File: config.mk
export PLATFORM = sky130hd
export DESIGN_NAME = coreahblite_masterstage_flat
export DESIGN_NICKNAME = d
export VERILOG_FILES = /design/src/rtl/coreahblite_masterstage_if.sv /design/src/rtl/coreahblite_masterstage.sv /design/src/flat_wrapper.sv
export SDC_FILE = /design/constraint.sdc
export NUM_CORES = 1
export LEC_CHECK = 0
export ABC_AREA = 1
export CAP_MARGIN = 20
export CORE_AREA = 2 2 257 259
export CTS_CLUSTER_DIAMETER = 120
export DETAILED_ROUTE_END_ITERATION = 10
export DIE_AREA = 0 0 259 261
export DONT_BUFFER_PORTS = 1
export MAX_ROUTING_LAYER = met4
export PLACE_DENSITY = 0.35
export SYNTH_ARGS = -nofsm -noshare
export SYNTH_HDL_FRONTEND = slang
export SYNTH_SLANG_ARGS = --single-unit
File: constraint.sdc
create_clock -name HCLK -period 3.6 [get_ports HCLK]
set_input_delay 0.54 -clock HCLK [delete_from_list [all_inputs] [get_ports HCLK]]
set_output_delay 0.54 -clock HCLK [all_outputs]
set_load 0.02 [all_outputs]
File: src/rtl/coreahblite_masterstage_if.sv
// Bus bundle between one AHB-Lite master, its address decoder and the slave
// slots, as seen by the per-master data-phase stage.
interface coreahblite_masterstage_if;
  logic [1:0]   HTRANS;
  logic [16:0]  SSEL;
  logic         NODEC;
  logic [16:0]  HSEL_S;
  logic [16:0]  HREADYOUT_S;
  logic [16:0]  HRESP_S;
  logic [543:0] HRDATA_S;
  logic         HREADY_M;
  logic         HRESP_M;
  logic [31:0]  HRDATA_M;
  logic [16:0]  DSEL;

  // Stage side: takes decode and slave returns, drives HSEL and master returns.
  modport slave (
    input  HTRANS, SSEL, NODEC, HREADYOUT_S, HRESP_S, HRDATA_S,
    output HSEL_S, HREADY_M, HRESP_M, HRDATA_M, DSEL
  );

  // Environment side: master, decoder and slaves together.
  modport master (
    output HTRANS, SSEL, NODEC, HREADYOUT_S, HRESP_S, HRDATA_S,
    input  HSEL_S, HREADY_M, HRESP_M, HRDATA_M, DSEL
  );
endinterface

File: src/rtl/coreahblite_masterstage.sv
// Per-master data-phase stage: gates the decoder select into HSEL, registers
// it into the data phase and muxes the selected slave's response back to the
// master. Unmapped or disabled targets get a two-cycle ERROR from a built-in
// default slave.
//
// state | meaning
// IDLE  | no default-slave response; return path follows DSEL
// ERR1  | first ERROR cycle, HREADY low
// ERR2  | second ERROR cycle, HREADY high, next address phase sampled
module coreahblite_masterstage #(
  parameter logic [16:0] SLAVE_EN = 17'h1FFFF
) (
  input logic HCLK,
  input logic HRESETN,
  coreahblite_masterstage_if.slave bus
);

  typedef enum logic [1:0] {
    ST_IDLE = 2'd0,
    ST_ERR1 = 2'd1,
    ST_ERR2 = 2'd2
  } state_t;

  state_t      state;
  state_t      state_nxt;
  logic [16:0] sel_ok;
  logic        bad;
  logic        err_req;
  logic [16:0] dsel;
  logic        hready;
  logic        hresp;
  logic [31:0] hrdata;

  // A select that lands only on disabled slots is treated like no-decode.
  always_comb begin
    sel_ok  = bus.SSEL & SLAVE_EN;
    bad     = bus.NODEC | ((bus.SSEL != 17'd0) && (sel_ok == 17'd0));
    err_req = bad & bus.HTRANS[1];
  end

  assign bus.HSEL_S   = sel_ok;
  assign bus.DSEL     = dsel;
  assign bus.HREADY_M = hready;
  assign bus.HRESP_M  = hresp;
  assign bus.HRDATA_M = hrdata;

  // Data-phase select advances only when the current transfer completes.
  always_ff @(posedge HCLK or negedge HRESETN) begin
    if (!HRESETN) begin
      dsel <= 17'd0;
    end else if (hready) begin
      dsel <= sel_ok;
    end
  end

  // Default-slave state register.
  always_ff @(posedge HCLK or negedge HRESETN) begin
    if (!HRESETN) begin
      state <= ST_IDLE;
    end else begin
      state <= state_nxt;
    end
  end

  // Next state and return mux; lowest set DSEL bit wins on a multi-hot fault.
  always_comb begin
    state_nxt = state;
    hready    = 1'b1;
    hresp     = 1'b0;
    hrdata    = 32'd0;
    case (state)
      ST_IDLE: begin
        for (int n = 16; n >= 0; n--) begin
          if (dsel[n]) begin
            hready = bus.HREADYOUT_S[n];
            hresp  = bus.HRESP_S[n];
            hrdata = bus.HRDATA_S[32*n +: 32];
          end
        end
        if (hready && err_req) begin
          state_nxt = ST_ERR1;
        end
      end
      ST_ERR1: begin
        hready    = 1'b0;
        hresp     = 1'b1;
        state_nxt = ST_ERR2;
      end
      ST_ERR2: begin
        hready    = 1'b1;
        hresp     = 1'b1;
        state_nxt = err_req ? ST_ERR1 : ST_IDLE;
      end
      default: begin
        state_nxt = ST_IDLE;
      end
    endcase
  end

endmodule

File: src/flat_wrapper.sv
// flat-port wrapper written by rule: the top's interface ports become plain ports
module coreahblite_masterstage_flat 
#(
  parameter logic [16:0] SLAVE_EN = 17'h1FFFF
)
  (HCLK, HRESETN, bus_HTRANS, bus_SSEL, bus_NODEC, bus_HREADYOUT_S, bus_HRESP_S, bus_HRDATA_S, bus_HSEL_S, bus_HREADY_M, bus_HRESP_M, bus_HRDATA_M, bus_DSEL);
  coreahblite_masterstage_if bus_i ();
  input logic HCLK;
  input logic HRESETN;
  input wire logic [$bits(bus_i.HTRANS)-1:0] bus_HTRANS;
  input wire logic [$bits(bus_i.SSEL)-1:0] bus_SSEL;
  input wire logic [$bits(bus_i.NODEC)-1:0] bus_NODEC;
  input wire logic [$bits(bus_i.HREADYOUT_S)-1:0] bus_HREADYOUT_S;
  input wire logic [$bits(bus_i.HRESP_S)-1:0] bus_HRESP_S;
  input wire logic [$bits(bus_i.HRDATA_S)-1:0] bus_HRDATA_S;
  output wire logic [$bits(bus_i.HSEL_S)-1:0] bus_HSEL_S;
  output wire logic [$bits(bus_i.HREADY_M)-1:0] bus_HREADY_M;
  output wire logic [$bits(bus_i.HRESP_M)-1:0] bus_HRESP_M;
  output wire logic [$bits(bus_i.HRDATA_M)-1:0] bus_HRDATA_M;
  output wire logic [$bits(bus_i.DSEL)-1:0] bus_DSEL;
  assign bus_i.HTRANS = bus_HTRANS;
  assign bus_i.SSEL = bus_SSEL;
  assign bus_i.NODEC = bus_NODEC;
  assign bus_i.HREADYOUT_S = bus_HREADYOUT_S;
  assign bus_i.HRESP_S = bus_HRESP_S;
  assign bus_i.HRDATA_S = bus_HRDATA_S;
  assign bus_HSEL_S = bus_i.HSEL_S;
  assign bus_HREADY_M = bus_i.HREADY_M;
  assign bus_HRESP_M = bus_i.HRESP_M;
  assign bus_HRDATA_M = bus_i.HRDATA_M;
  assign bus_DSEL = bus_i.DSEL;
  coreahblite_masterstage #(.SLAVE_EN(SLAVE_EN)) u_core (.HCLK(HCLK), .HRESETN(HRESETN), .bus(bus_i));
endmodule
==> metrics.md <==
| Metric | Value |
|---|---|
| Status | `complete, no violations` |
| Total Wirelength | `49.0 mm` |
| Largest net degree at the start of global routing | `62` |
| CTS buffer count | `3` |
| Clock tree from TritonCTS | `built` |
| Clock share of power | `2.5%` |
| Aggregate global-route resource usage | `13.5%` |
| Max Cap Violations | `0` |
| Die Area | `67,600 um2` |
| Final setup viols | `0` |
| Finished Layout Cells | `2,191` |
| Worst r2r src | `u_core.bus.DSEL[14]` |
| Routability cong. | `0.871` |
| Core Footprint | `65,000 um2` |
| Power Total | `9.79 mW` |
| Mapped Cells | `1,371` |
| Vias in the first global route | `8,638` |
| RSZ-0062 raised after global routing | `true` |
| Flop and latch count out of synthesis | `19` |
| Critical path fanouts, max | `20` |
| YS warnings | `0` |
| Main synth FF type | `dfrtp_1` |
| Worst Setup End Kind | `output pin` |
| Maximum clock path buffer count | `2` |
| PwrDens | `1150 nW/um2` |
| Initial Utilization | `10.4%` |
| Die height | `261 um` |
| Avg Cell Area, Syn | `4.94 um2` |
| Max Clock Skew | `2.33 ps` |
| Final min period | `3590 ps` |
| Net switching power figure | `6.44 mW` |
| Rel. slew slack | `28.2%` |
| Leading area contributor after synthesis | `nand2_1` |
| IO Pins | `668` |
| Post-synth net total | `1,976` |
| Design Area, Final | `8510 um2` |
| Final Hold Fails | `0` |
| WP data required | `3060 ps` |
| Critical path class | `reg2out` |
| Final Max Slew Viols | `0` |
| Period utilisation layout | `99.8%` |
| Sequential area share after synthesis | `7.02%` |
| CTS Sinks | `19` |
| Nets@finish | `1,919` |
| Crit start category | `register` |
| Number of port buffers | `0` |
| Worst Setup Slack, final | `7.01 ps` |
| FP Rows | `94` |
| Share of cells above drive strength 1 | `19.0%` |
| ANT nets after route | `0` |
| Post-synth EDFFs | `0` |
| Die Wd | `259 um` |
| 1st-iter DRT viols | `558` |
| Synth top area share | `21.1%` |
| Yosys cell types | `23` |
| Asr flop ratio synth | `100%` |
| P_int | `3.35 mW` |
| DR vias | `9,133` |
| DR pass1 iterations | `5` |
| DP HPWL | `41.6 mm` |
| Sequential power share | `7.2%` |
| First-pass GRT wire length | `63.0 mm` |
| CTS H-tree lvls | `1` |
| Ranking of synthesized cells by area | `nand2_1, a21oi_1, nand3_1` |
| Hold crit path type | `in2reg` |
| Max VDD drop | `0.359 mV` |
| DR WL/cell | `22.4 um` |
| Cell Area, Synth | `6770 um2` |
| Grt ovf | `0` |
| F_max | `278 MHz` |
| Combinational share of power | `90.3%` |
| Cell total after placement | `2,162` |
| Setup WS pre-CTS | `33.1 ps` |
| Clk_lat worst skew | `260 ps` |
| Least-Margin Pin Slew | `1080 ps` |
| DRC Markers | `0` |
| Clock slew at reported path FFs | `60 ps` |
| Critical path arrival | `3050 ps` |
| Post-DP Area | `7900 um2` |
| Vias per std cell | `4.17` |
| Root buf cell | `clkbuf_16` |
| Worst setup startpoint | `u_core.bus.DSEL[14]` |
| Net Sw Frac | `65.8%` |
| Leakage | `3.50 nW` |
| Area growth from synthesis to layout | `25.7%` |
| Initial antenna violation count | `17` |
| Min-delay src | `bus_SSEL[13]` |
-- area by class of cell --
type                            instances  area (um2)
Antenna cell                           14        35.0
Clock buffer                            4        78.8
Tap cell                              864        1080
Timing Repair Buffer                   78         792
Inverter                               86         330
Fill cell                            7864       56500
Multi-Input combinational cell       1126        5700
Sequential cell                        19         493
-- power groups by stage --
stage	clock network, mW	logic (mW)	registers [mW]
6_report	0.242	8.84	0.707
5_1_grt	0.262	9.71	0.735
4_1_cts	0.251	8.58	0.708
3_5_place_dp	0	8.37	0.715
3_3_place_gp	0	8.36	0.713
2_1_floorplan	0	5.29	0.520
-- worst max-delay path: stages (launching register included) --
cell	delay [ps]
dfrtp_2	500
clkinv_4	140
buf_12	180
o21ai_1	340
o21ai_1	100
o21ai_1	130
nand2_1	60
nand2_1	100
nand3_1	80
o211ai_1	270
nand3_1	150
nand3_1	110
nand3_1	100
nand3_1	170
nand2_1	70
nand2_1	60
a21oi_1	60
buf_4	160
-- path summary, 6_finish.rpt --
kind | endpoint | slack (ps) | depth (start not counted)
setup reg to reg | u_core.bus.DSEL[2] | 620 | 23
hold / removal | u_core.bus.DSEL[13] | 420 | 2
setup / recovery | bus_HRDATA_M[25] | 7 | 17
max in group asynchronous | u_core.bus.DSEL[1] | 2400 | 2
hold reg to reg | u_core.state[1] | 550 | 2
min in group asynchronous | u_core.bus.DSEL[6] | 720 | 1
-- logic make-up after synthesis --
kind of cell,Yosys count,share of synthesized area (%)
compound gates,390,30.1
fa+ha+maj,5,0.924
buf+inv,226,14.2
flops,19,7.02
simple gates,731,47.8
-- per-layer routing --
metal  global-route usage, %  up-vias  part of all wire, %
met3                    2.60       60                  6.9
met4                    4.01        0                  3.2
met1                    16.7     4137                   43
met2                    22.3      498                   47
li1                        -     4438                    -
met5                       -        -                    0
-- timing repair --
item                       CTS  global route
hold buffers                 1             0
resized for setup           28            61
gates cloned                 0             1
setup buffers                4             5
hold endpoints to repair    19             0
setup endpoints to repair   28            31
pin swaps                    4            11
-- cell usage after synthesis (17+ instances only) --
master and number:
inv_1 77, nor2_1 57, nand3_1 211, clkbuf_1 88, a21oi_1 237, o21ai_1 88
or2_2 77, dfrtp_1 19, o211ai_1 33, nand2_1 381, buf_2 17, buf_4 19
o21ai_0 32
-- sequential cells by signal, summed over array words and instances (netlist names) --
signal           flops
u_core.bus.DSEL     17
u_core.state         2
-- metrics by stage --
step | TNS (ps) | hold slack, ps | utilization [%]
after floorplan | 0 | 244 | -
after global placement | 0 | 245 | 12.1
after detailed placement | 0 | 245 | 12.1
after CTS | -15.9 | 413 | 12.5
after global routing | -1890 | 423 | 13.1
final | 0 | 419 | 13.1
-- cells in the final DEF, fill, tap and decap left out, drive strengths merged --
master       count
nand2          384
a21oi          237
nand3          211
o21ai          120
inv             83
or2             78
buf             76
nor2            58
o211ai          33
dfrtp           19
diode           14
ha               5
clkbuf           5
clkinv           3
dlygate4sd3      1
(Power assumes the default switching activity.)
